### src/rtl/secded_decoder_pipe.sv
// Pipelined SECDED decoder with saturating corrected/uncorrectable counters.
// Latency is 2 cycles. A stall holds both stages, and in_ready falls only when both stages are full and stalled.
module secded_decoder_pipe #(
  parameter  int DATA_W = 11,
  parameter  int CNT_W  = 16,
  localparam int P      = $clog2(DATA_W + $clog2(DATA_W + 1) + 1),
  localparam int N      = DATA_W + P + 1
) (
  input  logic              clk,
  input  logic              rst,
  input  logic [N-1:0]      in_code,
  input  logic              in_valid,
  output logic              in_ready,
  input  logic              correct_en,
  input  logic              clr_cnt,
  output logic [DATA_W-1:0] out_data,
  output logic              out_valid,
  input  logic              out_ready,
  output logic              out_err,
  output logic              out_unc,
  output logic [P-1:0]      out_syn,
  output logic [CNT_W-1:0]  cnt_corr,
  output logic [CNT_W-1:0]  cnt_unc
);

  // Hamming position of data bit j: the j-th position that is not a power of two.
  function automatic int data_pos(input int j);
    int cnt;
    int pos;
    cnt = 0;
    pos = 0;
    for (int k = 1; k < N; k++) begin
      if ((k & (k - 1)) != 0) begin
        if (cnt == j && pos == 0) pos = k;
        cnt++;
      end
    end
    return pos;
  endfunction

  logic [DATA_W-1:0] data1_q, data1_d;
  logic [P-1:0]      syn1_q, syn1_d;
  logic              pmis1_q, pmis1_d;
  logic              cen1_q, cen1_d;
  logic              valid1_q, valid1_d;

  logic              out_valid_q, out_valid_d;
  logic [DATA_W-1:0] out_data_q, out_data_d;
  logic              out_err_q, out_err_d;
  logic              out_unc_q, out_unc_d;
  logic [P-1:0]      out_syn_q, out_syn_d;
  logic [CNT_W-1:0]  cnt_corr_q, cnt_corr_d;
  logic [CNT_W-1:0]  cnt_unc_q, cnt_unc_d;

  logic              s1_load, s2_load, hs;
  logic [P-1:0]      syn_in;
  logic [DATA_W-1:0] data_in, flip, data_fix;
  logic              err, unc, fix_en;

  // Stage 1 keeps only the raw data bits. A correction can only ever flip one of them.
  for (genvar j = 0; j < DATA_W; j++) begin : g_map
    localparam int POS = data_pos(j);
    assign data_in[j] = in_code[POS-1];
    assign flip[j]    = (int'(syn1_q) == POS);
  end

  always_comb begin
    syn_in = '0;
    for (int k = 1; k < N; k++) begin
      if (in_code[k-1]) syn_in = syn_in ^ P'(k);
    end

    s2_load = !out_valid_q || out_ready;
    s1_load = !valid1_q || s2_load;
    hs      = out_valid_q && out_ready;

    err      = (syn1_q != '0) || pmis1_q;
    unc      = (syn1_q != '0) && (!pmis1_q || int'(syn1_q) > N - 1);
    fix_en   = cen1_q && pmis1_q && (syn1_q != '0) && !unc;
    data_fix = data1_q ^ (fix_en ? flip : '0);

    valid1_d    = valid1_q;
    data1_d     = data1_q;
    syn1_d      = syn1_q;
    pmis1_d     = pmis1_q;
    cen1_d      = cen1_q;
    out_valid_d = out_valid_q;
    out_data_d  = out_data_q;
    out_err_d   = out_err_q;
    out_unc_d   = out_unc_q;
    out_syn_d   = out_syn_q;
    cnt_corr_d  = cnt_corr_q;
    cnt_unc_d   = cnt_unc_q;

    if (s1_load) begin
      valid1_d = in_valid;
      data1_d  = data_in;
      syn1_d   = syn_in;
      pmis1_d  = ^in_code;
      cen1_d   = correct_en;
    end

    if (s2_load) begin
      out_valid_d = valid1_q;
      if (valid1_q) begin
        out_data_d = data_fix;
        out_err_d  = err;
        out_unc_d  = unc;
        out_syn_d  = syn1_q;
      end
    end

    if (clr_cnt) begin
      cnt_corr_d = '0;
      cnt_unc_d  = '0;
    end else if (hs) begin
      if (out_err_q && !out_unc_q && cnt_corr_q != '1) cnt_corr_d = cnt_corr_q + CNT_W'(1);
      if (out_unc_q && cnt_unc_q != '1) cnt_unc_d = cnt_unc_q + CNT_W'(1);
    end
  end

  always_ff @(posedge clk) begin
    if (rst) begin
      valid1_q    <= 1'b0;
      data1_q     <= '0;
      syn1_q      <= '0;
      pmis1_q     <= 1'b0;
      cen1_q      <= 1'b0;
      out_valid_q <= 1'b0;
      out_data_q  <= '0;
      out_err_q   <= 1'b0;
      out_unc_q   <= 1'b0;
      out_syn_q   <= '0;
      cnt_corr_q  <= '0;
      cnt_unc_q   <= '0;
    end else begin
      valid1_q    <= valid1_d;
      data1_q     <= data1_d;
      syn1_q      <= syn1_d;
      pmis1_q     <= pmis1_d;
      cen1_q      <= cen1_d;
      out_valid_q <= out_valid_d;
      out_data_q  <= out_data_d;
      out_err_q   <= out_err_d;
      out_unc_q   <= out_unc_d;
      out_syn_q   <= out_syn_d;
      cnt_corr_q  <= cnt_corr_d;
      cnt_unc_q   <= cnt_unc_d;
    end
  end

  assign in_ready  = s1_load;
  assign out_valid = out_valid_q;
  assign out_data  = out_data_q;
  assign out_err   = out_err_q;
  assign out_unc   = out_unc_q;
  assign out_syn   = out_syn_q;
  assign cnt_corr  = cnt_corr_q;
  assign cnt_unc   = cnt_unc_q;

endmodule
### config.mk
export PLATFORM = sky130hd
export DESIGN_NAME = secded_decoder_pipe
export DESIGN_NICKNAME = d
export VERILOG_FILES = /design/src/rtl/secded_decoder_pipe.sv
export SDC_FILE = /design/constraint.sdc
export NUM_CORES = 1
export LEC_CHECK = 0
export BUFFER_PORTS_ARGS = -buffer_cell sky130_fd_sc_hd__buf_2
export CAP_MARGIN = 10
export CORE_UTILIZATION = 35
export DETAILED_ROUTE_END_ITERATION = 10
export PLACE_DENSITY = 0.56
export SKIP_LAST_GASP = 1
export SYNTH_ARGS = -nofsm -noshare
export SYNTH_HDL_FRONTEND = slang
export SYNTH_SLANG_ARGS = --single-unit
### constraint.sdc
create_clock -name clk -period 2 [get_ports clk]
set_clock_uncertainty 0.15 [all_clocks]
set_input_delay 0.6 -clock clk [delete_from_list [all_inputs] [get_ports clk]]
set_output_delay 0.6 -clock clk [all_outputs]
set_load 0.005 [all_outputs]
==> out/results.md <==
| Metric | This run | Unit |
|:---|:---|:---|
| Result of the run | finished with violations | - |
| Violations in the final reports | design-rule violations | - |
| Count of state elements after synthesis | 68 | - |
| Critical hold path startpoint | out_syn[2]$_SDFFE_PP0P_ | - |
| Detailed-router iteration count before antenna repair | 7 | - |
| Number of diodes | 0 | - |
| Setup ws final | 0.0530 | ns |
| Antenna-violating nets left | 0 | - |
| Part of the power in the clock network | 33.2 | % |
| Worst R2R Start | cnt_corr[1]$_SDFFE_PP0P_ | - |
| CTS Buf Count | 9 | - |
| Share of final-layout standard cells stronger than drive strength 1 | 29.1 | % |
| Synth area leaders | sky130_fd_sc_hd__dfxtp_1, sky130_fd_sc_hd__xnor2_1, sky130_fd_sc_hd__nor2_1, sky130_fd_sc_hd__nand2_1, sky130_fd_sc_hd__a211oi_1 | - |
| Worst min-delay path class | flop to flop | - |
| Total of hold buffers inserted after clock tree synthesis | 0 | - |
| Routed vias | 2953 | - |
| Maximum number of pins on one net before global-route repair | 37 | - |
| Share of async-settable or async-resettable flops after synthesis | 0 | % |
| Synth top area share | 42.1 | % |
| Number of standard cells after synthesis | 382 | - |
| Mean cell area of the mapped netlist | 8.46 | µm² |
| Share of total power consumed by net switching | 26.1 | % |
| First-pass GRT wire length | 12500 | µm |
| Post-Place Worst Slack | -0.170 | ns |
| Hold path endpoint | out_syn[2]$_SDFFE_PP0P_ | - |
| Core Region | 8850 | µm² |
| Fraction of the cycle the final worst path needs | 97.3 | % |
| Post-synth EDFFs | 0 | - |
| Most area-hungry cell type in the Yosys netlist | sky130_fd_sc_hd__dfxtp_1 | - |
| CTS tree | built | - |
| Drt wl/cell | 12.3 | µm |
| Vias in the first global route | 2635 | - |
| RD Place Congestion | 0.871 | - |
| Yosys cell types | 40 | - |
| Sum of overflow across all layers after global routing | 0 | - |
| TritonCTS sink count | 68 | - |
| Worst setup SP type | input port | - |
| Number of antenna violations at the first check in global routing | 0 | - |
| Ys flop type | sky130_fd_sc_hd__dfxtp_1 | - |
| Initial Util | 36.5 | % |
| Worst vdd rail ir drop | 0.370 | mV |
| Clock input transition at the sequential cells of the worst setup and hold paths | 0.06 | ns |
| Slew HR | 60.7 | % |
| Tot GR Track Use | 16.0 | % |
| Number of endpoints failing setup at the final stage | 0 | - |
| Placed Cells | 593 | - |
| Max_cap viols | 0 | - |
| Register-to-register path setup slack | 0.10 | ns |
| YS warnings | 0 | - |
| Number of setup buffers added after CTS | 0 | - |
| Setup Crit Path Kind | input port to output port | - |
| Clock network latency to the later pin of the worst-skew pair | 0.33 | ns |
| Cell-internal power | 2.14 | mW |
| Cell depth of the worst min-delay path | 2 | - |
| Overall routed net length | 7520 | µm |
| Nets | 520 | - |
| # port buffers | 72 | - |
| Mean number of vias per cell | 4.85 | - |
| End of the worst register-to-register path | cnt_corr[6]$_SDFFE_PP0P_ | - |
| Power density relative to cell area | 687 | nW/µm² |
| Relative area change from synthesis to final layout | 30.8 | % |
| Pins over their slew limit | 0 | - |
| Number of H-tree levels | 3 | - |
| Largest driver fanout on the critical path | 4 | - |
| Data arrival time of the critical path | 1.20 | ns |
| Number of nets produced by synthesis | 406 | - |
| Half-perimeter wire length after placement | 5670 | µm |
| Number of standard cells in the layout, taps in and fillers out | 609 | - |
| Portion of the post-synthesis area used by sequential elements | 42.1 | % |
| Initial detailed-routing violation count | 117 | - |
| Buffer cell driving the clock tree root | sky130_fd_sc_hd__clkbuf_8 | - |
| DRC errors left | 4 | - |
| Static power due to leakage | 1.71 | nW |
| Fraction of power consumed by sequential logic | 52.1 | % |
| Comb power frac | 14.7 | % |
| Switching power | 0.758 | mW |
| Top-level I/O count | 73 | - |
| Synth Cell Area | 3230 | µm² |
| Die height | 98.1 | µm |
| Worst Setup End Kind | output port | - |
| Timing-limited maximum frequency | 514 | MHz |
| Number of cells traversed by the worst register-to-register path | 7 | - |
| Die footprint | 9620 | µm² |
| Number of hold violations in the final report | 0 | - |
| Final critical-path required period | 1.95 | ns |
| Maximum buffer depth of the clock tree | 2 | - |
| Horizontal die dimension | 98.1 | µm |
| Least-Margin Pin Slew | 0.589 | ns |
| Placement Rows | 34 | - |
| Setup TNS after final layout | 0 | ns |
| Worst Path Required | 1.25 | ns |
-- layer usage --
| metal | share of wire (%) | GRT usage [%] | vias up |
|---|---|---|---|
| li1 | - | - | 1554 |
| met1 | 50 | 22.0 | 1315 |
| met2 | 43 | 24.5 | 73 |
| met3 | 4.6 | 2.72 | 11 |
| met4 | 1.9 | 7.34 | 0 |
| met5 | 0 | 0 | - |
-- sequential cells by signal, indices dropped and copies added, names as in the netlist --
signal / count
valid1_q: 1
out_data: 11
pmis1_q: 1
out_err: 1
out_valid: 1
data1_q: 11
syn1_q: 4
out_syn: 4
cen1_q: 1
cnt_corr: 16
out_unc: 1
cnt_unc: 16
-- cells in the final DEF, fill, tap and decap left out, types with 3 or more instances in the layout --
| cell | n |
|---|---|
| sky130_fd_sc_hd__clkbuf_8 | 10 |
| sky130_fd_sc_hd__nand4b_1 | 3 |
| sky130_fd_sc_hd__nor4_1 | 5 |
| sky130_fd_sc_hd__or2_2 | 3 |
| sky130_fd_sc_hd__inv_1 | 4 |
| sky130_fd_sc_hd__nand2_1 | 45 |
| sky130_fd_sc_hd__and3_1 | 3 |
| sky130_fd_sc_hd__nor2_1 | 64 |
| sky130_fd_sc_hd__buf_4 | 44 |
| sky130_fd_sc_hd__clkbuf_1 | 4 |
| sky130_fd_sc_hd__a21oi_1 | 22 |
| sky130_fd_sc_hd__buf_2 | 72 |
| sky130_fd_sc_hd__nor3_1 | 16 |
| sky130_fd_sc_hd__xor2_1 | 10 |
| sky130_fd_sc_hd__a211oi_1 | 17 |
| sky130_fd_sc_hd__nand4_1 | 8 |
| sky130_fd_sc_hd__nand3_1 | 14 |
| sky130_fd_sc_hd__nand2b_1 | 3 |
| sky130_fd_sc_hd__xnor2_1 | 47 |
| sky130_fd_sc_hd__dfxtp_1 | 66 |
-- cells in the mapped netlist, types with 4 or more instances --
cell type	n
sky130_fd_sc_hd__dfxtp_1	68
sky130_fd_sc_hd__nor2_1	64
sky130_fd_sc_hd__xnor2_1	47
sky130_fd_sc_hd__nand2_1	45
sky130_fd_sc_hd__a21oi_1	22
sky130_fd_sc_hd__a211oi_1	17
sky130_fd_sc_hd__nor3_1	17
sky130_fd_sc_hd__clkbuf_1	14
sky130_fd_sc_hd__nand3_1	14
sky130_fd_sc_hd__xor2_1	10
sky130_fd_sc_hd__nand4_1	8
sky130_fd_sc_hd__nor4_1	6
sky130_fd_sc_hd__inv_1	4
-- layout make-up --
type | count | area, µm²
Fill cell | 858 | 4620
Sequential cell | 68 | 1370
Clock inverter | 2 | 10.0
Inverter | 4 | 15.0
Clock buffer | 14 | 153
Multi-Input combinational cell | 296 | 1830
Timing Repair Buffer | 117 | 711
Tap cell | 108 | 135
-- metrics by stage --
step | instance area (µm²) | total power [mW] | util [%] | hold WS [ns]
after detailed placement | 4030 | 1.97 | 45.5 | 0.298
after floorplan | 3240 | 1.80 | - | 0.294
after global routing | 4220 | 3.06 | 47.7 | 0.331
after CTS | 4200 | 2.94 | 47.4 | 0.307
after global placement | 4030 | 1.96 | 45.5 | 0.298
final | 4220 | 2.90 | 47.7 | 0.301
-- power groups by stage --
stage	combinational, mW	sequential [mW]	clock, mW
final	0.425	1.51	0.965
after global routing	0.470	1.52	1.06
after CTS	0.431	1.51	1.00
after detailed placement	0.429	1.54	0
after global placement	0.426	1.54	0
after floorplan	0.279	1.52	0
-- worst max-delay path, stage by stage --
cell and delay [ns]:
sky130_fd_sc_hd__buf_2 0.14, sky130_fd_sc_hd__nor2b_4 0.14, sky130_fd_sc_hd__and2_4 0.15, sky130_fd_sc_hd__inv_1 0.05, sky130_fd_sc_hd__buf_2 0.12
-- worst max-delay path by stage --
stage / start / to / cells past startpoint
floorplan: in_code[8] / pmis1_q$_SDFFE_PP0P_ / 5
global placement: in_code[8] / pmis1_q$_SDFFE_PP0P_ / 6
detailed placement: in_code[8] / pmis1_q$_SDFFE_PP0P_ / 6
CTS: out_valid$_SDFFE_PP0N_ / in_ready / 4
global route: cnt_corr[1]$_SDFFE_PP0P_ / cnt_corr[14]$_SDFFE_PP0P_ / 6
finish: out_ready / in_ready / 5
-- repair_timing --
action / 4_1_cts / 5_1_grt
setup endpoints to repair: 1 / 9
resized for setup: 2 / 9
cloned: 0 / 0
-- cell families after synthesis --
| logic type | Yosys count | synth area share (%) |
|---|---|---|
| multiplexers | 2 | 0.620 |
| AO/OA/AOI/OAI | 50 | 9.95 |
| XOR/XNOR | 61 | 17.9 |
| flip-flops | 68 | 42.1 |
| adder cells (fa/ha/maj) | 2 | 0.774 |
| buffers and inverters | 18 | 2.09 |
| AND/OR/NAND/NOR | 181 | 26.6 |
(Power assumes the default switching activity.)
